File: src/rtl/tx_packet_arbiter.sv
// Round-robin, packet-granular arbiter sharing one UART TX stream.
// Optional mid-packet starvation watchdog: define ARB_WATCHDOG_EN.
package uart_pkg;

  typedef struct packed {
    logic       Valid;
    logic       SoP;
    logic       EoP;
    logic [7:0] Source;
    logic [7:0] Destination;
    logic [7:0] Length;
    logic [7:0] Data;
  } UART_PACKET;

endpackage

module tx_packet_arbiter
  import uart_pkg::*;
#(
  parameter int NUM_REQ    = 2,
  parameter int FIFO_DEPTH = 8
`ifdef ARB_WATCHDOG_EN
  ,
  parameter int WATCHDOG_CYCLES = 1024
`endif
) (
  input  logic                     ipClk,
  input  logic                     reset,
  input  UART_PACKET [NUM_REQ-1:0] ipRxStreams,
  input  logic                     ipTxReady,
  output UART_PACKET               opTxStream,
  output logic [NUM_REQ-1:0]       opGrant,
  output logic [NUM_REQ-1:0]       opOverflow,
  output logic [NUM_REQ-1:0]       opFramingError
`ifdef ARB_WATCHDOG_EN
  ,
  output logic [NUM_REQ-1:0]       opTimeout
`endif
);

  localparam int IW = (NUM_REQ > 1) ? $clog2(NUM_REQ) : 1;
  localparam int AW = $clog2(FIFO_DEPTH);
  localparam int EW = 34;

  typedef logic [EW-1:0] entry_t;
  typedef logic [AW:0]   ptr_t;
  typedef enum logic {IDLE, STREAM} state_t;

  entry_t mem_q [NUM_REQ][FIFO_DEPTH];
  ptr_t [NUM_REQ-1:0] wr_q, wr_d;
  ptr_t [NUM_REQ-1:0] rd_q, rd_d;

  state_t             state_q, state_d;
  UART_PACKET         out_q, out_d;
  logic [NUM_REQ-1:0] grant_q, grant_d;
  logic [IW-1:0]      gidx_q, gidx_d;
  logic [IW-1:0]      rr_q, rr_d;
  logic [NUM_REQ-1:0] ovf_q, ovf_d;
  logic [NUM_REQ-1:0] ferr_q, ferr_d;

  logic [NUM_REQ-1:0] empty, full, sop_head;
  logic [NUM_REQ-1:0] push, pop, drop;
  logic [NUM_REQ-1:0] flush, discard;
  entry_t             head [NUM_REQ];
  logic               win_vld;
  logic [IW-1:0]      win_idx;
  logic               xfer;
  logic               wd_fire;

  assign xfer = out_q.Valid && ipTxReady;

  always_comb begin
    for (int i = 0; i < NUM_REQ; i++) begin
      empty[i] = wr_q[i] == rd_q[i];
      full[i] = (wr_q[i][AW] != rd_q[i][AW]) &&
                (wr_q[i][AW-1:0] == rd_q[i][AW-1:0]);
      head[i] = mem_q[i][rd_q[i][AW-1:0]];
      sop_head[i] = head[i][EW-1];
      discard[i] = (state_q == IDLE) && !empty[i] &&
                   !sop_head[i];
    end
  end

  // First SoP head found after the last owner wins.
  always_comb begin
    int idx;
    win_vld = 1'b0;
    win_idx = '0;
    idx = 0;
    for (int k = 1; k <= NUM_REQ; k++) begin
      idx = int'(rr_q) + k;
      if (idx >= NUM_REQ) idx = idx - NUM_REQ;
      if (!win_vld && !empty[idx] && sop_head[idx]) begin
        win_vld = 1'b1;
        win_idx = IW'(idx);
      end
    end
  end

  always_comb begin
    state_d = state_q;
    out_d   = out_q;
    grant_d = grant_q;
    gidx_d  = gidx_q;
    rr_d    = rr_q;
    pop     = discard;
    flush   = '0;
    if (xfer) out_d = '0;
    unique case (state_q)
      IDLE: begin
        if (win_vld) begin
          pop[win_idx]     = 1'b1;
          out_d            = {1'b1, head[win_idx]};
          grant_d          = '0;
          grant_d[win_idx] = 1'b1;
          gidx_d           = win_idx;
          state_d          = STREAM;
        end
      end
      STREAM: begin
        if (xfer && out_q.EoP) begin
          rr_d    = gidx_q;
          grant_d = '0;
          state_d = IDLE;
        end else if (wd_fire) begin
          flush[gidx_q] = 1'b1;
          rr_d          = gidx_q;
          grant_d       = '0;
          state_d       = IDLE;
        end else if ((!out_q.Valid || xfer) &&
                     !empty[gidx_q]) begin
          pop[gidx_q] = 1'b1;
          out_d       = {1'b1, head[gidx_q]};
        end
      end
    endcase
  end

  // A full FIFO still takes a push when it pops the same cycle.
  always_comb begin
    for (int i = 0; i < NUM_REQ; i++) begin
      push[i] = ipRxStreams[i].Valid && (!full[i] || pop[i]);
      drop[i] = ipRxStreams[i].Valid && full[i] && !pop[i];
      wr_d[i] = wr_q[i] + ptr_t'(push[i]);
      rd_d[i] = flush[i] ? wr_q[i] : rd_q[i] + ptr_t'(pop[i]);
    end
  end

  assign ovf_d  = ovf_q | drop;
  assign ferr_d = ferr_q | discard;

  always_ff @(posedge ipClk) begin
    if (reset) begin
      state_q <= IDLE;
      out_q   <= '0;
      grant_q <= '0;
      gidx_q  <= '0;
      rr_q    <= '0;
      ovf_q   <= '0;
      ferr_q  <= '0;
      wr_q    <= '0;
      rd_q    <= '0;
    end else begin
      state_q <= state_d;
      out_q   <= out_d;
      grant_q <= grant_d;
      gidx_q  <= gidx_d;
      rr_q    <= rr_d;
      ovf_q   <= ovf_d;
      ferr_q  <= ferr_d;
      wr_q    <= wr_d;
      rd_q    <= rd_d;
    end
  end

  always_ff @(posedge ipClk) begin
    for (int i = 0; i < NUM_REQ; i++) begin
      if (push[i]) begin
        mem_q[i][wr_q[i][AW-1:0]] <= {
          ipRxStreams[i].SoP,
          ipRxStreams[i].EoP,
          ipRxStreams[i].Source,
          ipRxStreams[i].Destination,
          ipRxStreams[i].Length,
          ipRxStreams[i].Data
        };
      end
    end
  end

`ifdef ARB_WATCHDOG_EN
  localparam int WW = $clog2(WATCHDOG_CYCLES + 1);

  logic [WW-1:0]      wd_q, wd_d;
  logic [NUM_REQ-1:0] tmo_q, tmo_d;
  logic               starve;

  assign starve = (state_q == STREAM) && empty[gidx_q] &&
                  !out_q.Valid;
  assign wd_fire = starve &&
                   (wd_q == WW'(WATCHDOG_CYCLES - 1));
  assign wd_d = (starve && !wd_fire) ? wd_q + WW'(1) : '0;
  assign tmo_d = tmo_q | (wd_fire ? grant_q : '0);

  always_ff @(posedge ipClk) begin
    if (reset) begin
      wd_q  <= '0;
      tmo_q <= '0;
    end else begin
      wd_q  <= wd_d;
      tmo_q <= tmo_d;
    end
  end

  assign opTimeout = tmo_q;
`else
  assign wd_fire = 1'b0;
`endif

  assign opTxStream     = out_q;
  assign opGrant        = grant_q;
  assign opOverflow     = ovf_q;
  assign opFramingError = ferr_q;

endmodule

File: config.mk
export PLATFORM = sky130hd
export DESIGN_NAME = tx_packet_arbiter
export DESIGN_NICKNAME = d
export VERILOG_FILES = /design/src/rtl/tx_packet_arbiter.sv
export SDC_FILE = /design/constraint.sdc
export NUM_CORES = 1
export LEC_CHECK = 0
export CORE_UTILIZATION = 54
export CTS_BUF_LIST = sky130_fd_sc_hd__clkbuf_4 sky130_fd_sc_hd__clkbuf_8
export DETAILED_ROUTE_END_ITERATION = 12
export GPL_TIMING_DRIVEN = 0
export PLACE_DENSITY = 0.76
export SLEW_MARGIN = 20
export SYNTH_ARGS = -nofsm -noshare
export SYNTH_HDL_FRONTEND = slang
export SYNTH_SLANG_ARGS = --single-unit
File: constraint.sdc
create_clock -name ipClk -period 5.6 [get_ports ipClk]
set_input_delay 0.56 -clock ipClk [delete_from_list [all_inputs] [get_ports ipClk]]
set_output_delay 0.56 -clock ipClk [all_outputs]
set_load 0.02 [all_outputs]
# Word-level counts from Yosys, hierarchy flattened
# Memories as Yosys holds them, arrays and structs flattened.
# Cells that the tools add are included.
# Widths: inputs -> output; s select.
# totals
regBits	60
mem_bits_rw	544
input_bits	73
out_inout_bits	41
wordCells	161
memories	1
# classes
addsub	8
n_lt_le_gt_ge	16
n_eq_ne	8
muxes	59
n_bitwise	11
reduce_logical	41
# memory_table
memory	words	width	rd	rd_clocked_by_memory_dff	write_ports	line	source
mem_q	2	272	2	0	2	49	entry_t mem_q [NUM_REQ][FIFO_DEPTH];
# op_table
operator	n
$mux 272	2
$mux 34	12
$bmux 34 s3	2
$demux 34 s3	2
$mux 35	4
$pmux 35 s2	1
$lt 32x3->1 const B	2
$mux 32	2
$mux 1	24
$logic_and 1x1->1	22
$add 4x1->4	4
$ge 4x4->1 const B	4
$not 3->4	4
$logic_not 1->1	13
$mux 2	5
$eq 4x4->1	2
$lt 4x1->1 const B	2
$or 2x2->2	4
$pmux 2 s2	2
$eq 3x3->1	2
$ge 2x2->1 const B	3
$reduce_and 2->1	3
$lt 1x2->1 const B	2
$not 1->2	2
13 further kinds	18

# Depth between registers and ports, before layout
# Gate-level depths: netlist of the first run.
# logic_depth
word_depth	24
ltp_mapped	11
ltp_nobuf	10

# Worst setup path before layout of the first run
# OpenSTA, ideal clock, no wires.
# synth_timing
path_type	register -> register
from	register rd_q[1] (netlist bit)
to	memory mem_q[0][476] (netlist bit) (enable)
setup_time_ns	0.523
t_arrival_ns	5.051
required_time_ns	5.077
setup_slack_ns	0.026
stages_incl_launch_ff	8
path_buffers	1
period_less_slack_ns	5.574
path_cell_list	dfxtp_1 clkbuf_1 xor2_1 o41ai_1 o41ai_1 nand2_1 nand2_1 nor4b_1
# synth_rtl
item	line	source
from (decl)	51	ptr_t [NUM_REQ-1:0] rd_q, rd_d;
from (signal assigned)	172	rd_q <= rd_d;
to (decl)	49	

==> results of run 1 <==
==> layout make-up <==
class / instances / share of cell area [%]
tap: 539 / 2.45
inverter: 6 / 0.0820
timing repair buffer: 166 / 6.18
clock buffer: 152 / 6.61
buffer: 57 / 1.01
clock inverter: 20 / 0.474
multi-input combinational: 418 / 19.4
sequential: 604 / 63.8
==> sequential cells by signal, summed over array words and instances, names as in the netlist <==
| name | cells |
|---|---|
| gidx_q | 1 |
| mem_q | 544 |
| opFramingError | 2 |
| opGrant | 2 |
| opOverflow | 2 |
| opTxStream | 35 |
| rd_q | 8 |
| rr_q | 1 |
| state_q | 1 |
| wr_q | 8 |
==> cells in the final DEF, fill, tap and decap left out, types with 3 or more instances in the layout <==
master and n:
a21oi_1 7, a221o_1 33, buf_1 5, buf_16 8
buf_2 37, buf_4 25, buf_6 6, clkbuf_1 24
clkbuf_4 44, clkbuf_8 108, clkdlybuf4s50_1 113, clkinv_1 3
clkinv_2 14, dfxtp_1 60, edfxtp_1 544, ha_1 8
inv_1 6, mux2_2 33, mux2i_1 42, mux4_2 133
nand2_1 12, nand3_1 9, nor2_1 51, nor2_4 8
nor2b_1 12, nor3_1 3, nor3_2 5, nor4_1 4
o21ai_0 3, xnor2_1 8, xor2_1 8
==> routing by layer <==
metal / global-route usage [%] / wire [um]
met1: 33.2 / 20800
met4: 7.02 / 1090
met2: 35.7 / 23200
met5: 0 / 70
met3: 5.80 / 3990
==> kinds of logic (layout without fill, tap and decap cells) <==
group	count (synthesis)	count (layout)	share of synthesized area [%]
xor gates and xnor gates	16	16	0.608
DFF	604	604	76.1
and+or+nand+nor	119	119	2.50
adders and majority gates	8	8	0.434
buffers and inverters	63	401	1.29
AOI/OAI and AO/OA	67	67	2.67
muxes	208	208	16.4
==> power by group through the flow <==
stage	combinational [uW]	sequential (uW)	clock, uW
2_1_floorplan	1500	5370	0
3_3_place_gp	2290	5320	0
3_5_place_dp	2380	5320	0
4_1_cts	2380	5230	3800
5_1_grt	2520	5240	3990
6_report	2360	5230	3740
==> critical path: stages (launching register included) <==
cell and delay (ns):
dfxtp_1 0.34, clkbuf_1 0.38, xor2_1 0.22, o41ai_1 0.54, o41ai_1 0.21, nand2_1 0.10, nand2_1 0.27, nor4b_2 0.68
buf_2 0.35, buf_2 0.27, buf_2 0.22, buf_4 0.18
==> final timing paths <==
kind                                start                 endpoint  depth (start not counted)
setup / recovery       rd_q[1]$_SDFF_PP0_  mem_q[0][476]$_DFFE_PP_                         11
hold / removal    opGrant[1]$_SDFFE_PP0P_  opGrant[1]$_SDFFE_PP0P_                          2
setup reg to reg       rd_q[1]$_SDFF_PP0_  mem_q[0][476]$_DFFE_PP_                         11
hold reg to reg   opGrant[1]$_SDFFE_PP0P_  opGrant[1]$_SDFFE_PP0P_                          2
==> through the flow <==
| stage | hold slack (ns) | utilization [%] | cell area [um2] | setup TNS (ns) |
|---|---|---|---|---|
| 2_1_floorplan | 0.477 | - | 23100 | 0 |
| 3_3_place_gp | 0.447 | 59.1 | 24900 | -610.61 |
| 3_5_place_dp | 0.457 | 60.7 | 25500 | 0 |
| 4_1_cts | 0.465 | 65.4 | 27500 | 0 |
| 5_1_grt | 0.494 | 65.4 | 27500 | 0 |
| 6_report | 0.466 | 65.4 | 27500 | 0 |
==> metrics.md, run 1 <==
| Metric | Value |
|---|---|
| Synthesized area per cell | 21.2 um2 |
| Worst-Margin Slew | 0.959 ns |
| TritonCTS buffer count | 94 |
| Clk_lat worst skew | 0.65 ns |
| Setup crit start kind | register |
| Die Width | 209 um |
| FF/Latch Area | 17500 um2 |
| Largest net degree at the start of global routing | 22 |
| Hold crit path type | register to register |
| Non-Filler Instances | 1962 |
| Die area | 43500 um2 |
| Top cells by area, synth | edfxtp_1 (71%), mux4_2 (13%), dfxtp_1 (5.2%), mux2i_1 (1.8%), mux2_2 (1.6%) |
| Sequential fraction of the synthesis area | 76.1% |
| Post-route worst setup slack | approximately 1.6 ns |
| DP HPWL | 33.5 mm |
| R2R setup slack | 1.55 ns |
| CTS tree | built |
| H-tree depth | 3 |
| Sw Share | approximately a quarter |
| Clock Tree Buf Depth | 3 |
| CTS sink count | between 600 and 700 |
| Ys flop type | edfxtp_1 |
| Total track usage | 23.2% |
| Top cell type's share of synthesized area | 70.9% |
| Port-buffer cells | 113 |
| Worst setup EP type | register |
| Post-CTS Setup Bufs | 0 |
| Final Setup Violations | 0 |
| Drt initial violations | roughly 1000 |
| # nets final | between 1000 and 1500 |
| Std-Cell Rows | 75 |
| Pins Over Slew Limit | 0 |
| Peak VDD IR | around 280 uV |
| Initial antenna violation count | 5 |
| Post-Syn Nets | 1166 |
| FMAX | 0.247 GHz |
| Fill count | 2764 |
| Multi-input gate area | ~5300 um2 |
| Remaining antenna violation count | 0 |
| Count leader, synth | edfxtp_1 |
| Resize count post-CTS | 0 |
| Dominant cell type by area after synthesis | edfxtp_1 |
| # IOs | 114 |
| Wirelength per Cell | 25.0 um |
| Antenna diodes | 0 |
| Minimum clock period | roughly 4.0 ns |
| Crit share post-route | a little over 70% |
| Critical path arrival | 4.40 ns |
| Synthesized instance count | 1085 |
| Comb pwr share | 20.8% |
| Share of cells above drive strength 1 | 30.9% |
| Clock transition at the registers of the reported paths | 0.05 ns |
| CTS root buffer | clkbuf_8 |
| Max FO, Critical Path | 9 |
| Net Switching | 2990 uW |
| DR vias | roughly 12000 |
| Worst Clk Skew | roughly 0.032 ns |
| Total wire length | a little under 50 mm |
| P per Cell Area | 412 nW/um2 |
| Crit Path Category | register to register |
| Internal | 8340 uW |
| GRT overflow | 0 |
| Global placement routability congestion | 0.895 |
| Sequential Power Share | 46.2% |
| Number of synthesized register bits | 604 |
| DR DRC count | 0 |
| Number of flops mapped to enable cells by yosys | 544 |
| Growth of design area from synthesis to finish | 19.2% |
| Yosys warns | 0 |
| Synth top cells by count | edfxtp_1 (544), mux4_2 (133), dfxtp_1 (60) |
| Die height | 209 um |
| Mapped Area | 23100 um2 |
| RSZ-0062 raised after global routing | false |
| Post-CTS Hold Fix Bufs | 0 |
| Async S/R FF share, synth | 0% |
| Clock Power Share | roughly 33% |
| Netlist cell types | 52 |
| Placed Cells | 1790 |
| Vias in the first global route | around 12000 |
| First-pass GRT wire length | ~74 mm |
| Final hold violation count | 0 |
| Starting Density | 54.8% |
| Core ar. | around 42000 um2 |
| Data required time of the worst path | 5.95 ns |
| Power Total | between 10000 and 15000 uW |
| Max_slew headroom | 35.5% |
| Number of max-cap violations | 0 |
| Post-Place Worst Slack | 1.48 ns |
| Static leakage | 0.00891 uW |
| Via density | ~5.9 |
| Status | completed |
| First-pass iteration count of the detailed router | 5 |
Note: power is estimated with default switching activity, not from simulation.
==> run 2, diff against run 1 <==
Clock period 5.6 ns to 3.7 ns, I/O delays scaled along.
==> run 2 against run 1 <==
Clock skew shrank 0.0084 ns. Critical endpoint is now mem_q[0][276]$_DFFE_PP_. Cell area grew 0.18%. Utilization grew 0.12 points. Sequential cell count is the same. Worst setup slack lost 1.4 ns.
==> metrics.md, run 2 (same netlist as run 1, synthesis figures left out) <==
| Metric | Value |
|---|---|
| Status | completed (unchanged) |
| H-tree depth | 3 (unchanged) |
| Wirelength per Cell | 25.3 um (was 25.0 um) |
| Commonest non-fill, non-tap cell in the layout | edfxtp_1 (unchanged) |
| CTS tree | built (unchanged) |
| Starting Density | 54.8% (unchanged) |
| Clock Tree Buf Depth | 3 (unchanged) |
| Die area | 43500 um2 (unchanged) |
| Post-route worst setup slack | 0.120 ns (was 1.55 ns) |
| Critical path arrival | 3.93 ns (was 4.40 ns) |
| Number of max-cap violations | 0 (unchanged) |
| CP max stage cell | nor3_2 (was nor4b_2) |
| Post-Place Worst Slack | -0.0732 ns (was 1.48 ns) |
| Crit share post-route | 96.8% (was 72.3%) |
| Global placement routability congestion | 0.937 (was 0.895) |
| Peak VDD IR | 351 uV (was 281 uV) |
| Pins Over Slew Limit | 0 (unchanged) |
| Post-Route Setup TNS | 0 ns (unchanged) |
| Placement Cell Area | 25600 um2 (was 25500 um2) |
| FMAX | 0.279 GHz (was 0.247 GHz) |
| Largest register FFs | 544 (unchanged) |
| Final hold violation count | 0 (unchanged) |
| DP HPWL | 32.9 mm (was 33.5 mm) |
| DR vias | 11700 (about the same) |
| Final Instance Area | 27500 um2 (about the same) |
| Crit Path Category | register to register (unchanged) |
| TritonCTS buffer count | 93 (was 94) |
| Worst-Margin Slew | 1.01 ns (was 0.959 ns) |
| Power Total | 17200 uW (was 11300 uW) |
| Core ar. | 42000 um2 (unchanged) |
| Clock Power Share | 32.9% (was 33.0%) |
| # nets final | 1421 (was 1428) |
| Worst path bufs/invs | 4 (was 5) |
| Clock transition at the registers of the reported paths | 0.06 ns (was 0.05 ns) |
| CTS sink count | 604 (unchanged) |
| Die Width | 209 um (unchanged) |
| DR DRC count | 0 (unchanged) |
| Critical Path Most Common Cell | buf_4 (was buf_2) |
| Critical path's top delay family | simple AND/OR/NAND/NOR gates (was buffers and inverters) |
| Port-buffer cells | 113 (unchanged) |
| CP Cell Sequence | clkbuf_1 > xor2_1 > o41ai_1 > o41ai_1 > nand2_1 > nand2_1 > nor3_2 > buf_4 > buf_4 > buf_4 (was clkbuf_1 > xor2_1 > o41ai_1 > o41ai_1 > nand2_1 > nand2_1 > nor4b_2 > buf_2 > buf_2 > buf_2 > buf_4) |
| First-pass GRT wire length | 74.0 mm (was 73.8 mm) |
| Growth of design area from synthesis to finish | 19.4% (was 19.2%) |
| Non-Filler Instances | 1959 (was 1962) |
| Data required time of the worst path | 4.05 ns (was 5.95 ns) |
| Clk_lat worst skew | 0.65 ns (about the same) |
| Share of cells above drive strength 1 | 30.4% (was 30.9%) |
| Placed Cells | 1783 (was 1790) |
| Comb pwr share | 20.9% (was 20.8%) |
| Sw Share | 26.3% (was 26.4%) |
| First-pass iteration count of the detailed router | 5 (unchanged) |
| Via density | 5.98 (was 5.94) |
| Internal | 12600 uW (was 8340 uW) |
| Initial antenna violation count | 3 (was 5) |
| Remaining antenna violation count | 0 (unchanged) |
| Sequential Power Share | 46.2% (about the same) |
| Minimum clock period | 3.58 ns (was 4.05 ns) |
| Setup crit start kind | register (unchanged) |
| Net Switching | 4520 uW (was 2990 uW) |
| P per Cell Area | 623 nW/um2 (was 412 nW/um2) |
| Post-CTS Hold Fix Bufs | 0 (unchanged) |
| Total track usage | 23.3% (was 23.2%) |
| # IOs | 114 (unchanged) |
| CTS root buffer | clkbuf_8 (unchanged) |
| Max FO, Critical Path | 9 (unchanged) |
| Static leakage | 0.00888 uW (was 0.00891 uW) |
| RSZ-0062 raised after global routing | true (was false) |
| Hold crit path type | input port to register (was register to register) |
| CP peak stage delay | 0.57 ns (was 0.68 ns) |
| Most frequent cells in the layout | edfxtp_1 (544), mux4_2 (133), clkdlybuf4s50_1 (113) (unchanged) |
| Worst setup EP type | register (unchanged) |
| Drt initial violations | 951 (was 997) |
| Worst Clk Skew | 0.0238 ns (was 0.0322 ns) |
| Std-Cell Rows | 75 (unchanged) |
| Die height | 209 um (unchanged) |
| Final Setup Violations | 0 (unchanged) |
| Total wire length | 49.5 mm (was 49.1 mm) |
| GRT overflow | 0 (unchanged) |
| Max_slew headroom | 32.8% (was 35.5%) |
| Largest net degree at the start of global routing | 21 (was 22) |
| Vias in the first global route | 12000 (about the same) |
-- run 2: cell type report --
cell class | count | area [um2]
repair buffers | 160 | 1720
multi-input cells | 418 | 5350
fillers | 2734 | 14500
clock inverters | 16 | 106
flip-flops and latches | 604 | 17500
diodes | 1 | 2.50
plain buffers | 57 | 275
well taps | 539 | 674
clock buffers | 158 | 1840
inverters | 6 | 22.5
-- run 2: power groups by stage --
stage | Combinational, uW | Sequential (uW) | Clock (uW)
2_1_floorplan | 2270 | 8120 | 0
3_3_place_gp | 3460 | 8060 | 0
3_5_place_dp | 3590 | 8060 | 0
4_1_cts | 3610 | 7920 | 5730
5_1_grt | 3830 | 7940 | 6030
6_report | 3590 | 7930 | 5640
-- run 2: path summary, 6_finish.rpt --
| path | slack [ns] | to | cells after the start | start |
|---|---|---|---|---|
| min | 0.46 | mem_q[0][467]$_DFFE_PP_ | 1 | ipRxStreams[60] |
| min reg2reg | 0.48 | opGrant[1]$_SDFFE_PP0P_ | 2 | opGrant[1]$_SDFFE_PP0P_ |
| max reg2reg | 0.12 | mem_q[0][276]$_DFFE_PP_ | 10 | rd_q[1]$_SDFF_PP0_ |
| max | 0.12 | mem_q[0][276]$_DFFE_PP_ | 10 | rd_q[1]$_SDFF_PP0_ |
-- run 2: repair_timing --
item	CTS	global route
resized for setup	1	1
endpoints found under the setup margin	74	28
pin swaps	0	0
setup buffers	0	0
-- run 2: stage by stage --
step | hold WS [ns] | utilization, %
floorplan | 0.469 | -
global placement | 0.472 | 59.2
detailed placement | 0.465 | 60.8
CTS | 0.399 | 65.4
global route | 0.414 | 65.5
finish | 0.457 | 65.5
-- run 2: metal layers --
metal	share of wire, %	GRT usage (%)
met1	41	32.9
met2	48	36.3
met3	8.4	6.58
met4	1.6	6.09
met5	0.055	0
